<file path="src/rtl/id_stage.sv">
// Fetch sequencing, IF/ID instruction register, 8x8 register file with a
// write-first bypass from writeback, and decode for the 8-bit pipeline.
module id_stage #(
   parameter int unsigned PC_W    = 8,
   parameter logic [7:0]  REG_RST = 8'h00
) (
   input  logic            clk,
   input  logic            reset,
   output logic [PC_W-1:0] pc,
   input  logic [7:0]      instr_in,
   input  logic            wb_en,
   input  logic [2:0]      wb_addr,
   input  logic [7:0]      wb_data,
   output logic [7:0]      data_a,
   output logic [7:0]      data_b,
   output logic [2:0]      rdst,
   output logic [2:0]      imm_data,
   output logic            status,
   output logic            halted
);

   localparam int unsigned DW   = 8;
   localparam int unsigned AW   = 3;
   localparam int unsigned NREG = 8;

   localparam logic [1:0]    OP_MOVI   = 2'b00;
   localparam logic [1:0]    OP_ADD    = 2'b01;
   localparam logic [1:0]    OP_HALT   = 2'b11;
   localparam logic [DW-1:0] INSTR_NOP = 8'h80;

   logic [DW-1:0]   ifid;
   logic [DW-1:0]   ifid_nxt;
   logic [PC_W-1:0] pc_nxt;
   logic            halted_nxt;
   logic            stop;

   logic [DW-1:0]   rf [NREG];

   logic [DW-1:0]   dec_instr;
   logic [1:0]      opcode;
   logic [AW-1:0]   addr_a;
   logic [AW-1:0]   addr_b;

   // Next fetch state: a HALT in ID or a halted core freezes pc and feeds NOPs
   always_comb begin
      stop       = halted || (ifid[7:6] == OP_HALT);
      pc_nxt     = pc;
      ifid_nxt   = INSTR_NOP;
      halted_nxt = halted;
      if (reset) begin
         pc_nxt     = '0;
         ifid_nxt   = INSTR_NOP;
         halted_nxt = 1'b0;
      end else begin
         halted_nxt = stop;
         if (!stop) begin
            pc_nxt   = pc + PC_W'(1);
            ifid_nxt = instr_in;
         end
      end
   end

   always_ff @(posedge clk) begin
      pc     <= pc_nxt;
      ifid   <= ifid_nxt;
      halted <= halted_nxt;
   end

   // Register file; r0 is held at zero and never written
   always_ff @(posedge clk) begin
      for (int i = 0; i < NREG; i++) begin
         if (i == 0) begin
            rf[i] <= '0;
         end else if (reset) begin
            rf[i] <= REG_RST;
         end else if (wb_en && (wb_addr == AW'(i))) begin
            rf[i] <= wb_data;
         end
      end
   end

   // While in reset the decode sees a NOP regardless of what ifid holds
   assign dec_instr = reset ? INSTR_NOP : ifid;
   assign opcode    = dec_instr[7:6];
   assign addr_a    = dec_instr[5:3];
   assign addr_b    = dec_instr[2:0];

   // Read port A with write-first bypass
   always_comb begin
      data_a = rf[addr_a];
      if (addr_a == '0) begin
         data_a = '0;
      end else if (wb_en && (wb_addr == addr_a)) begin
         data_a = wb_data;
      end
   end

   // Read port B with write-first bypass
   always_comb begin
      data_b = rf[addr_b];
      if (addr_b == '0) begin
         data_b = '0;
      end else if (wb_en && (wb_addr == addr_b)) begin
         data_b = wb_data;
      end
   end

   // NOP and HALT present a write of zero to r0, which WB discards
   always_comb begin
      rdst     = '0;
      imm_data = '0;
      status   = 1'b0;
      case (opcode)
         OP_MOVI: begin
            rdst     = addr_a;
            imm_data = addr_b;
         end
         OP_ADD: begin
            rdst     = addr_a;
            imm_data = addr_b;
            status   = 1'b1;
         end
         default: begin
            rdst     = '0;
            imm_data = '0;
            status   = 1'b0;
         end
      endcase
   end

endmodule

</file>
<file path="config.mk">
export PLATFORM = sky130hd
export DESIGN_NAME = id_stage
export DESIGN_NICKNAME = d
export VERILOG_FILES = /design/src/rtl/id_stage.sv
export SDC_FILE = /design/constraint.sdc
export NUM_CORES = 1
export LEC_CHECK = 0
export ABC_CLOCK_PERIOD_IN_PS = 2600
export BUFFER_PORTS_ARGS = -buffer_cell sky130_fd_sc_hd__buf_2
export CORE_MARGIN = 10
export CORE_UTILIZATION = 40
export CTS_CLUSTER_SIZE = 28
export DETAILED_ROUTE_END_ITERATION = 7
export MAX_ROUTING_LAYER = met4
export SYNTH_ARGS = -nofsm -noshare
export SYNTH_HDL_FRONTEND = slang
export SYNTH_SLANG_ARGS = --single-unit
</file>
<file path="constraint.sdc">
create_clock -name clk -period 2.6 [get_ports clk]
set_clock_uncertainty 0.1 [all_clocks]
set_input_delay 0.52 -clock clk [delete_from_list [all_inputs] [get_ports clk]]
set_output_delay 0.52 -clock clk [all_outputs]
set_load 0.05 [all_outputs]
</file>
# Yosys cells after proc, flatten, opt, wreduce, memory -nomap -nowiden
# Memories as Yosys holds them, arrays and structs flattened.
# Cells that the tools add are included.
# totals
register_bits,17
latchBits,0
ram_bits,64
romBits,0
input_bits,22
output_inout_bits,32
word_cells,76
mem_count,1
# mem_list
memory,depth,word_bits,read_ports,rd_clocked_by_memory_dff,wr,line,rtl
rf,8,8,2,0,8,37,logic [DW-1:0] rf [NREG];
# classes
add_sub_neg,1
mul,0
div,0
magnitude_cmp,0
eq_ne,11
shift,0
mux,38
n_bitwise,7
n_reduce_logical,15
# op_table
op,n
8-bit two-way mux,12
1-bit two-way mux,24
"3-bit == test, second input constant",4
1-bit logical AND,9
"8-bit by 1-bit adder with 8-bit output, second input constant",1
1-bit OR,7
"3-bit by 2-bit == test with 1-bit output, second input constant",2
3-bit == test,2
3-bit logical NOT,2
3-bit two-way mux,2
2-bit OR reduction,2
"3-bit by 1-bit == test with 1-bit output, second input constant",1
"2-bit by 1-bit == test with 1-bit output, second input constant",1
"2-bit == test, second input constant",1
2-bit logical NOT,1
1-bit logical OR,1

# Depth between registers and ports, before layout
# depth
ltp_word,6
ltp_mapped,7

# Least setup slack after synthesis
# Ideal clock, no wire load.
# synth_path
kind,input to output
start,input port wb_addr[2]
end,output port data_b[0]
t_arrival_ns,2.207
required_ns,1.980
slack_ns,-0.227
path_stages,7
path_buffers,2
path_cell_list,buf_2 -> nand2b_1 -> o21ai_0 -> a211oi_1 -> or3_1 -> buf_2 -> o2bb2ai_1
# synth_via
elab_chain_cells,4
# synth_rtl
element,line,rtl
from (decl),12,"input logic [2:0] wb_addr,"
3-bit == test,103,end else if (wb_en && (wb_addr == addr_b)) begin
1-bit logical AND,103,
8-bit two-way mux,103,
8-bit two-way mux,101,if (addr_b == '0) begin
to (decl),15,"output logic [7:0] data_b,"
# Every way passes these cells.

# Worst setup path in the final report
# layout_path
start,input port wb_addr[0]
end,output port data_a[6]
# layout_via
elab_chain_cells,4
# layout_rtl
element,line,rtl
3-bit == test,93,end else if (wb_en && (wb_addr == addr_a)) begin
1-bit logical AND,93,
8-bit two-way mux,93,
8-bit two-way mux,91,if (addr_a == '0) begin
to (decl),14,"output logic [7:0] data_a,"
# Every way passes these cells.

==> metrics <==
Slew HR=68.22%; fmax=0.3823 GHz; CTS tree=built; Most used DFF post-synth=edfxtp_1; Final WS setup=-0.01557 ns; Synth area leaders=edfxtp_1 42%, and2_1 9.8%, dfxtp_1 8.5%; Ports=54; pin count of the biggest net entering global routing=23; total congestion overflow=0; EDFF count, synth=between 50 and 60; H-tree lvl count=3; sequential fraction of the synthesis area=50.48%; RD Place Congestion=0.8872; final hold vios=0; outcome=complete, but fails checks; Fill cells=853; clk sinks=73; initial antenna violation count=0; area of the multi-input gates=about 2000 µm²; Synth area leader=edfxtp_1; register area=2033 µm²; final setup TNS=-0.04794 ns; fin nets=453; worst skew pair latency=0.33 ns; Tmin final=2.616 ns; Slew @ Worst Pin=0.4750 ns; Placement Setup Slack=-0.1043 ns; die width=120.1 µm; cell area power density=548.3 nW/µm²; ys async rst share=0%; Rows=36; Final setup viols=9; clk slew on worst S/H paths=0.07 ns; count of cell types in the netlist=43; area delta synth->final=30.55%; syn avg cell area=11.68 µm²; Finished Core Util=between 50% and 60%; vias in the first global route=3026; Hold Path Class=in2reg; Tot GR Track Use=15.22%; Detailed Route WL=about 11000 µm; post-synth net total=about 370; Critical Path Source Type=primary input; initial DRC count=222; met3 usage=1.875%; Max FO, Critical Path=8; Root Driver=clkbuf_8; I/O Buffers=53; Starting Density=roughly 41%; crit path capture type=primary output; Max Cap Viol=0; GR Util met1=19.27%; hpwl dp=roughly 7600 µm; P_leak=2.002 nW; met2 GRT Util=between 20% and 30%; data required time at the worst endpoint=1.98 ns; most used routing layer=met2; Post-route DRC=0; Die ar.=14420 µm²; Post-DRT Antenna Nets=0; via count=3066; CTS max path bufs=2; via density per instance=about 5.4; die height=120.1 µm; fin crit share=100.6%; unrepaired setup endpoints after global routing=true; Yosys warnings=0; cell area after synthesis=4005 µm²; first-pass GRT wire length=16930 µm; layout cells sized above 1=38.62%; synthesized instance count=343; Wirelength per Cell=19.13 µm; Synth top area share=between 40% and 50%; crit path kind=in2out; Core Box Area=9774 µm²; n_diodes=0; Hold WS=0.2600 ns; arrival time worst endpoint=approximately 2.0 ns; CTS buffer count=9; Worst VDD drop=between 0.3 and 0.4 mV; fin. max-slew vios=0; TritonRoute pass-1 iters=4; failing checks=setup timing; #FFs+latches synth=73
[synthesized netlist by cell type (2+ instances only)]
library cell / count
a22oi_1: 7
clkbuf_1: 7
a211oi_1: 8
and2_1: 63
mux2i_1: 12
buf_4: 3
mux2_2: 8
dfxtp_1: 17
xnor2_1: 3
a21oi_1: 23
edfxtp_1: 56
o2bb2ai_1: 17
inv_1: 5
nand2_1: 11
mux4_2: 15
o21ai_0: 9
nor2_1: 22
nand3_1: 5
and3_1: 8
nand4_1: 2
buf_2: 8
xor2_1: 5
nor3_1: 8
nand2b_1: 2
[critical path: stages]
cell,delay [ns]
buf_2,0.10
inv_1,0.10
a221oi_1,0.39
o2111ai_2,0.22
nor3_4,0.19
buf_12,0.16
o2bb2ai_2,0.13
buf_6,0.18
[stage by stage]
stage / total power, mW / instance area [µm²] / std cells
6_report: 2.867 / 5229 / 568
5_1_grt: 2.994 / 5229 / 568
4_1_cts: 2.840 / 5022 / 563
3_5_place_dp: 1.931 / 4672 / 545
3_3_place_gp: 1.926 / 4672 / 545
2_1_floorplan: 1.749 / 4055 / 343
[logic make-up (layout without fill, tap and decap cells)]
group           count (synthesis)  in the layout  share of synthesized area [%]
compound gates                 70             70                          11.75
buf+inv                        26            118                          3.405
simple gates                  130            130                          18.62
fa+ha+maj                       1              1                         0.3124
flops                          73             73                          50.48
mux                            35             35                          13.68
xor+xnor                        8              8                          1.750
[metal layers]
| metal | vias to the layer above | part of all wire [%] |
|---|---|---|
| met1 | 1520 | 44 |
| met2 | 73 | 51 |
| met5 | - | 0 |
| met3 | 14 | 3.0 |
| met4 | 0 | 1.9 |
| li1 | 1459 | - |
[layout by cell type, fill, tap and decap left out, types with 2 or more instances in the layout]
cell type | Yosys | layout
buf_6 | 1 | 16
mux2i_1 | 12 | 12
a211oi_1 | 8 | 6
dfxtp_1 | 17 | 12
mux4_2 | 15 | 15
and2_1 | 63 | 63
mux2_2 | 8 | 8
o2bb2ai_2 | 0 | 16
dfxtp_2 | 0 | 3
dfxtp_4 | 0 | 2
clkbuf_8 | 1 | 9
nand2b_1 | 2 | 2
a21oi_2 | 0 | 3
clkbuf_16 | 0 | 3
nand2_1 | 11 | 11
and3_1 | 8 | 8
nand4_1 | 2 | 2
buf_12 | 0 | 4
a21oi_1 | 23 | 20
nor3_1 | 8 | 8
inv_1 | 5 | 5
nand3_1 | 5 | 5
buf_4 | 3 | 38
a211oi_2 | 0 | 2
a22oi_1 | 7 | 6
xnor2_1 | 3 | 3
buf_2 | 8 | 36
nor2_1 | 22 | 22
edfxtp_1 | 56 | 56
o21ai_0 | 9 | 8
xor2_1 | 5 | 5
[state kept, by name, indices dropped and copies added, names as in the netlist]
register and count:
pc 8, ifid 8, halted 1, rf 56
[area by class of cell]
| class | count | area share, % |
|---|---|---|
| Sequential cell | 73 | 38.88 |
| Multi-Input combinational cell | 244 | 38.43 |
| Timing Repair Buffer | 97 | 15.27 |
| Clock buffer | 13 | 3.494 |
| Tap cell | 133 | 3.183 |
| Clock inverter | 3 | 0.3829 |
| Inverter | 5 | 0.3589 |
[final timing paths]
check                                        start                  to  slack, ns  cells after the start
worst max-delay path                    wb_addr[0]           data_a[6]      -0.02                      8
worst min-delay path                   instr_in[7]  ifid[7]$_SDFF_PP1_       0.26                      2
worst max register to register  ifid[6]$_SDFF_PP0_  pc[7]$_SDFFE_PP0N_       1.15                      6
worst min register to register  pc[7]$_SDFFE_PP0N_  pc[7]$_SDFFE_PP0N_       0.43                      2
[what timing repair did]
action                                 4_1_cts  5_1_grt
setup buffers                                1        4
hold buffers                                 0        0
endpoints found under the hold margin        0        0
cloned                                       1        1
gates resized for setup                     36       29
pin swaps                                    1        2
setup endpoints to repair                   16       16
[where the power goes]
group / internal (mW) / leakage [nW] / switching [mW]
clock: 0.468 / 0.107 / 0.414
sequential: 1.33 / 0.683 / 0.0520
combinational: 0.252 / 1.21 / 0.349
Note: power is estimated with default switching activity, not from simulation.
